`config.mk`:
```
export PLATFORM = sky130hd
export DESIGN_NAME = reg_file_2r1w
export DESIGN_NICKNAME = d
export VERILOG_FILES = /design/src/rtl/reg_file_2r1w.sv
export SDC_FILE = /design/constraint.sdc
export NUM_CORES = 2
export LEC_CHECK = 0
export BUFFER_PORTS_ARGS = -buffer_cell sky130_fd_sc_hd__clkbuf_2
export CORE_MARGIN = 5
export CORE_UTILIZATION = 35
export CTS_CLUSTER_SIZE = 25
export DETAILED_ROUTE_END_ITERATION = 12
export GPL_TIMING_DRIVEN = 0
export PLACE_DENSITY = 0.48
export SLEW_MARGIN = 20
export SYNTH_ARGS = -nofsm -noshare
export SYNTH_HDL_FRONTEND = slang
export SYNTH_SLANG_ARGS = --single-unit
```
`constraint.sdc`:
```
create_clock -name i_clk -period 3.4 [get_ports i_clk]
set_input_delay 0.17 -clock i_clk [delete_from_list [all_inputs] [get_ports i_clk]]
set_output_delay 0.17 -clock i_clk [all_outputs]
set_load 0.01 [all_outputs]
```
`src/rtl/reg_file_2r1w.sv`:
```
// MIPS-32 register file: two combinational read ports, one synchronous write port,
// a never-bypassed debug read port, and a count of committed writes.
module reg_file_2r1w #(
  parameter int DATA_WIDTH = 32,
  parameter int ADDR_WIDTH = 5,
  parameter int NUM_REGS   = 32,
  parameter int BYPASS     = 1
) (
  input  logic                  i_clk,
  input  logic                  i_rst,
  input  logic [ADDR_WIDTH-1:0] i_rs_addr,
  input  logic [ADDR_WIDTH-1:0] i_rt_addr,
  output logic [DATA_WIDTH-1:0] o_rd_data1,
  output logic [DATA_WIDTH-1:0] o_rd_data2,
  input  logic                  i_wr_en,
  input  logic [ADDR_WIDTH-1:0] i_wr_addr,
  input  logic [DATA_WIDTH-1:0] i_wr_data,
  input  logic [ADDR_WIDTH-1:0] i_dbg_addr,
  output logic [DATA_WIDTH-1:0] o_dbg_data,
  output logic [15:0]           o_wr_count
);

  localparam bit LP_BYPASS = (BYPASS != 0);

  logic [DATA_WIDTH-1:0] r_mem [NUM_REGS];
  logic [15:0]           r_wr_count;
  logic                  w_commit;

  // A write to $0 is dropped entirely, so it neither stores nor counts.
  assign w_commit = i_wr_en && (i_wr_addr != '0);

  always_ff @(posedge i_clk) begin
    if (i_rst) begin
      r_mem      <= '{default: '0};
      r_wr_count <= '0;
    end else if (w_commit) begin
      r_mem[i_wr_addr] <= i_wr_data;
      r_wr_count       <= r_wr_count + 16'd1;
    end
  end

  always_comb begin
    o_rd_data1 = '0;
    o_rd_data2 = '0;
    o_dbg_data = '0;
    // Reset masks every read; address 0 reads 0 even when a bypass would match.
    if (!i_rst) begin
      if (i_rs_addr != '0) begin
        if (LP_BYPASS && w_commit && (i_wr_addr == i_rs_addr))
          o_rd_data1 = i_wr_data;
        else
          o_rd_data1 = r_mem[i_rs_addr];
      end
      if (i_rt_addr != '0) begin
        if (LP_BYPASS && w_commit && (i_wr_addr == i_rt_addr))
          o_rd_data2 = i_wr_data;
        else
          o_rd_data2 = r_mem[i_rt_addr];
      end
      if (i_dbg_addr != '0)
        o_dbg_data = r_mem[i_dbg_addr];
    end
  end

  assign o_wr_count = r_wr_count;

endmodule

```
Word-level counts from Yosys, hierarchy flattened:

Cells that the tools add are included.

* flip-flop bits (word level): 1040
* input bits: 55
* logic and storage cells: 73

* add/sub/neg operators: 1
* $lt $le $gt $ge: 5
* equality and inequality tests: 2
* muxes and demuxes: 20
* bitwise gates (word level): 4
* reductions and logical operators: 8

Operators with widths (number)
* $bwmux 1024: 1
* $bmux 32 s5: 3
* $mux 32: 15
* $demux 32 s5: 1
* $ge 6x6->1 const B: 4
* $not 5->6: 4
* $reduce_bool 5->1: 4
* $add 16x1->16 const B: 1
* $eq 5x5->1: 2
* $lt 6x1->1 const B: 1
* $logic_and 1x1->1: 4

Depth between registers and ports, before layout:

* depth in word-level cells: 7
* gate-level depth with buffers: 10
* depth with buffers taken out: 6

Worst setup path after synthesis:

No wires, ideal clock.

* path kind: input to output
* start point: in i_rt_addr[2]
* end point: out o_rd_data2[10]
* arrival time: 2082 ps
* required time: 3230 ps
* setup slack: 1148 ps
* stages: 8
* path buffers: 4
* path through: buf_2 -> buf_2 -> buf_2 -> buf_1 -> mux4_2 -> a221oi_1 -> nor3_1 -> a211o_1

* word-level cells in the longest chain between the ends: 7

RTL lines
* from (decl): line 12 `input logic [ADDR_WIDTH-1:0] i_rt_addr,`
* $not 5->6 (implied by the code): line 58 `o_rd_data2 = r_mem[i_rt_addr];`
* $bmux 32 s5: line 58
* $mux 32 (implied by the code) (2 in series): line 58
* $mux 32: line 55 `if (LP_BYPASS && w_commit && (i_wr_addr == i_rt_addr))`
* $mux 32 (*): line 54 `if (i_rt_addr != '0) begin`
* $mux 32 (*): line 47 `if (!i_rst) begin`
* to (decl): line 14 `output logic [DATA_WIDTH-1:0] o_rd_data2,`

Mark *: on every way between the ends. The rest lies on a longest branch, timed or not. The select of a mux whose other input is x is not followed.

Worst setup path in the final report:

* start point: in i_rs_addr[1]
* end point: out o_rd_data1[15]

* word-level cells in the longest chain between the ends: 7

RTL lines
* from (decl): line 11 `input logic [ADDR_WIDTH-1:0] i_rs_addr,`
* $not 5->6 (implied by the code): line 52 `o_rd_data1 = r_mem[i_rs_addr];`
* $bmux 32 s5: line 52
* $mux 32 (implied by the code) (2 in series): line 52
* $mux 32: line 49 `if (LP_BYPASS && w_commit && (i_wr_addr == i_rs_addr))`
* $mux 32 (*): line 48 `if (i_rs_addr != '0) begin`
* $mux 32 (*): line 47
* to (decl): line 13 `output logic [DATA_WIDTH-1:0] o_rd_data1,`

Marks and branches as above.

==> results.md <==
* Status: finished with violations
* Failing checks: setup timing
* Power density over the cells at around 450 nW/um^2
* Total gr overflow at 0
* Leak Pwr at around 0.023 uW
* Simple-gate share of the synthesized area at between 15 and 20%
* Longest Clk Path Bufs at 3
* DRC at 0
* Detailed Place HPWL at between 200,000 and 300,000 um
* Crit path arrival time at about 3.4 ns
* Max FO, Critical Path at 10
* Vias/cell at 6.463
* Cell Chain, Critical Path: clkbuf_2 > buf_2 > buf_4 > buf_4 > mux4_2 > o22ai_1 > a211oi_1 > a211o_1 > clkbuf_2
* Number of I/O pins at ~170
* Largest net degree at the start of global routing at 17
* Initial core utilization at 35.23%
* Design area at 70,200 sq um
* Yosys top cell area share at roughly 34%
* Hold Vio Cnt, Final at 0
* Slew HR at roughly 14%
* Initial antenna violation count at 38
* Max incr delay on CP at around 0.53 ns
* IO Port Bufs at ~120
* Post-Synth XOR/XNOR Area at 0.3037%
* Starting DRT DRC Count at between 9,000 and 10,000
* Nets at slightly below 7,000
* Drt wl/cell at 39.85 um
* Yosys top cell by area: dfxtp_1
* Crit path max-delay cell type: a211oi_1
* Slew Limit Fails at 0
* EDFF count, synth at 0
* Via count at about 60,000
* Net count after synthesis at approximately 6,600
* CTS clk-pin slew, worst paths at 0.05 ns
* R2R cell count at 5
* Post-placement cell area at about 64,000 sq um
* Most numerous cell in the Yosys netlist: nand2_1
* Setup Crit Path Kind: in2out
* Total global-route track usage at approximately 40%
* Routed WL at between 300,000 and 400,000 um
* Post-synthesis register bit count at around 1,000
* Worst clock skew at a little over 0.002 ns
* Final Cycle Share at 104.3%
* First-pass GRT wire length at slightly below 500,000 um
* Die area at 181,500 sq um
* Max Fclk at approximately 280 MHz
* Final setup viols at slightly above 50
* CTS tree: built
* Vias in the first global route at around 56,000
* Largest family of logic cells by synthesized area: multiplexers
* DP Worst Slack at -1.460 ns
* R2r endpoint: o_wr_count[15]
* Routed Antenna Nets at 0
* Cts bufs inserted at 134
* Max Cap Viol at 0
* Tmin final at between 3 and 4 ns
* Synth Cell Area at around 61,000 sq um
* VDD IR max at roughly 0.55 mV
* Area delta synth->final at 15.92%
* R2r startpoint: o_wr_count[0]
* Synth top cells by count: nand2_1 (2,033), a21oi_1 (1,047), dfxtp_1 (1,040)
* Syn Area/Cell at just over 9 sq um
* Post-synthesis mux area share at around 30%
* Complex-gate fraction of the synthesized area at between 10% and 20%
* Post-route setup slack at -0.1447 ns
* Hold depth at 5
* Ys async rst share at 0%
* Synth top area cells: dfxtp_1 (34%), mux4_2 (27%), nand2_1 (13%)
* Hold Path End: o_wr_count[1]
* Die H at 426.0 um
* Later-pin clock latency in the skew report at ~0.79 ns
* GP Congestion at 1.069
* Post-Synth Adder-Cell Area at 0.02066%
* Yosys warning count at 0
* H-tree depth at 4
* Core box area at 171,900 sq um
* Kind of end point of the critical path: primary output
* Hold Path Class: in2reg
* R2R setup slack at 1.60 ns
* Main synth FF type: dfxtp_1
* Pre-Repair DR Iteration Count at 7
* Die X at between 400 and 500 um
* Slew @ Worst Pin at 1.289 ns
* Mapped Cells at 6,584
* CTS Sinks at around 1,000
* Share of layout cells above drive strength 1 at a little over a fifth
* Sequential area share after synthesis at 34.38%
* Root buf cell: clkbuf_16
* Worst endpoint required time at 3.23 ns
* Cell variety after synth at 50
* Worst hold start: i_wr_addr[1]
* Row cnt at roughly 150
* Crit start category: primary input
[cells by family (layout without fill, tap and decap cells)]
logic type / count (synthesis) / count (layout)
AND/OR/NAND/NOR: 2313 / 2313
AO/OA/AOI/OAI: 1503 / 1503
flip-flops: 1040 / 1040
multiplexers: 929 / 929
buffers and inverters: 777 / 1180
XOR/XNOR: 21 / 21
adder cells (fa/ha/maj): 1 / 1
other: 0 / 16
[power breakdown]
group | internal [uW] | leakage (uW) | switching, uW | total [uW]
Combinational | 1040 | 0.0123 | 3010 | 4050
Sequential | 12300 | 0.00838 | 104 | 12400
Clock | 8850 | 0.00221 | 6180 | 15000
Total | 22200 | 0.0229 | 9290 | 31500
[per-layer routing]
layer  global-route usage, %  wire [um]  share of wire [%]
met5                  0.2957        329              0.089
met4                   26.24      30840                8.3
met3                   16.10      51010                 14
met2                   57.63     154000                 41
met1                   48.50     135000                 36
[cells in the final DEF (no fill, tap or decap), types with 35 or more instances in the layout]
cell       Yosys  routed
a211o_1       64      64
a21oi_1     1047    1034
mux4_2       736     736
buf_4         17      56
mux2i_1      161     160
nor3_1        57      55
inv_1         39      39
clkbuf_16      0     138
o21ai_0       48      48
clkbuf_1     528     474
nor2b_1       35      35
o22ai_2        0      40
dfxtp_1     1040    1040
clkbuf_2      28     209
nor2_1        85      82
buf_2        118      78
nand2_1     2033    2028
o221ai_1      64      59
a211oi_1      45      43
o22ai_1      158     114
[cell type report]
cell class | instances | area (sq um)
Multi-Input combinational cell | 4767 | 37070
Tap cell | 2310 | 2890
Antenna cell | 16 | 40.04
Clock inverter | 43 | 555.5
Fill cell | 17280 | 101700
Timing Repair Buffer | 175 | 1287
Inverter | 40 | 151.4
Sequential cell | 1040 | 20820
Clock buffer | 190 | 3919
Buffer | 732 | 3466
[how the worst max path moves through the flow]
stage / startpoint / to / slack, ns
finish: i_rs_addr[1] / o_rd_data1[15] / -0.14
CTS: i_rs_addr[1] / o_rd_data1[11] / 0.003
global placement: i_dbg_addr[1] / o_dbg_data[11] / -1.55
global route: i_rs_addr[0] / o_rd_data1[10] / -0.0004
floorplan: i_rt_addr[2] / o_rd_data2[10] / 1.15
detailed placement: i_rs_addr[2] / o_rd_data1[17] / -1.46
[stage by stage]
stage / cells / util (%) / hold WS [ns] / setup TNS, ns / total power, uW
2_1_floorplan: 6584 / - / 0.4411 / 0 / 14470
3_3_place_gp: 9015 / 37.26 / 0.4625 / -131.28 / 16310
3_5_place_dp: 9031 / 37.47 / 0.4721 / -116.36 / 16370
4_1_cts: 9295 / 40.75 / 0.05983 / 0 / 31250
5_1_grt: 9302 / 40.82 / 0.1112 / -0.0003928 / 31900
6_report: 9313 / 40.83 / 0.09307 / -3.368 / 31450
[sequential cells by signal, indices dropped and copies added, names as in the netlist]
signal      flops
o_wr_count     16
r_mem        1024
[repair_timing]
item | in CTS | in global routing
gates cloned | 0 | 0
gates resized for setup | 234 | 40
pin swaps | 1 | 1
setup endpoints to repair | 96 | 48
hold endpoints to repair | 33 | 0
hold buffers | 33 | 0
buffers inserted | 3 | 1
[worst max-delay path, delay by kind of cell]
kind	cells	cell delay, ns
multiplexers	1	0.42
AO/OA/AOI/OAI	3	1.01
buffers and inverters	5	1.71
(Power assumes the default switching activity.)
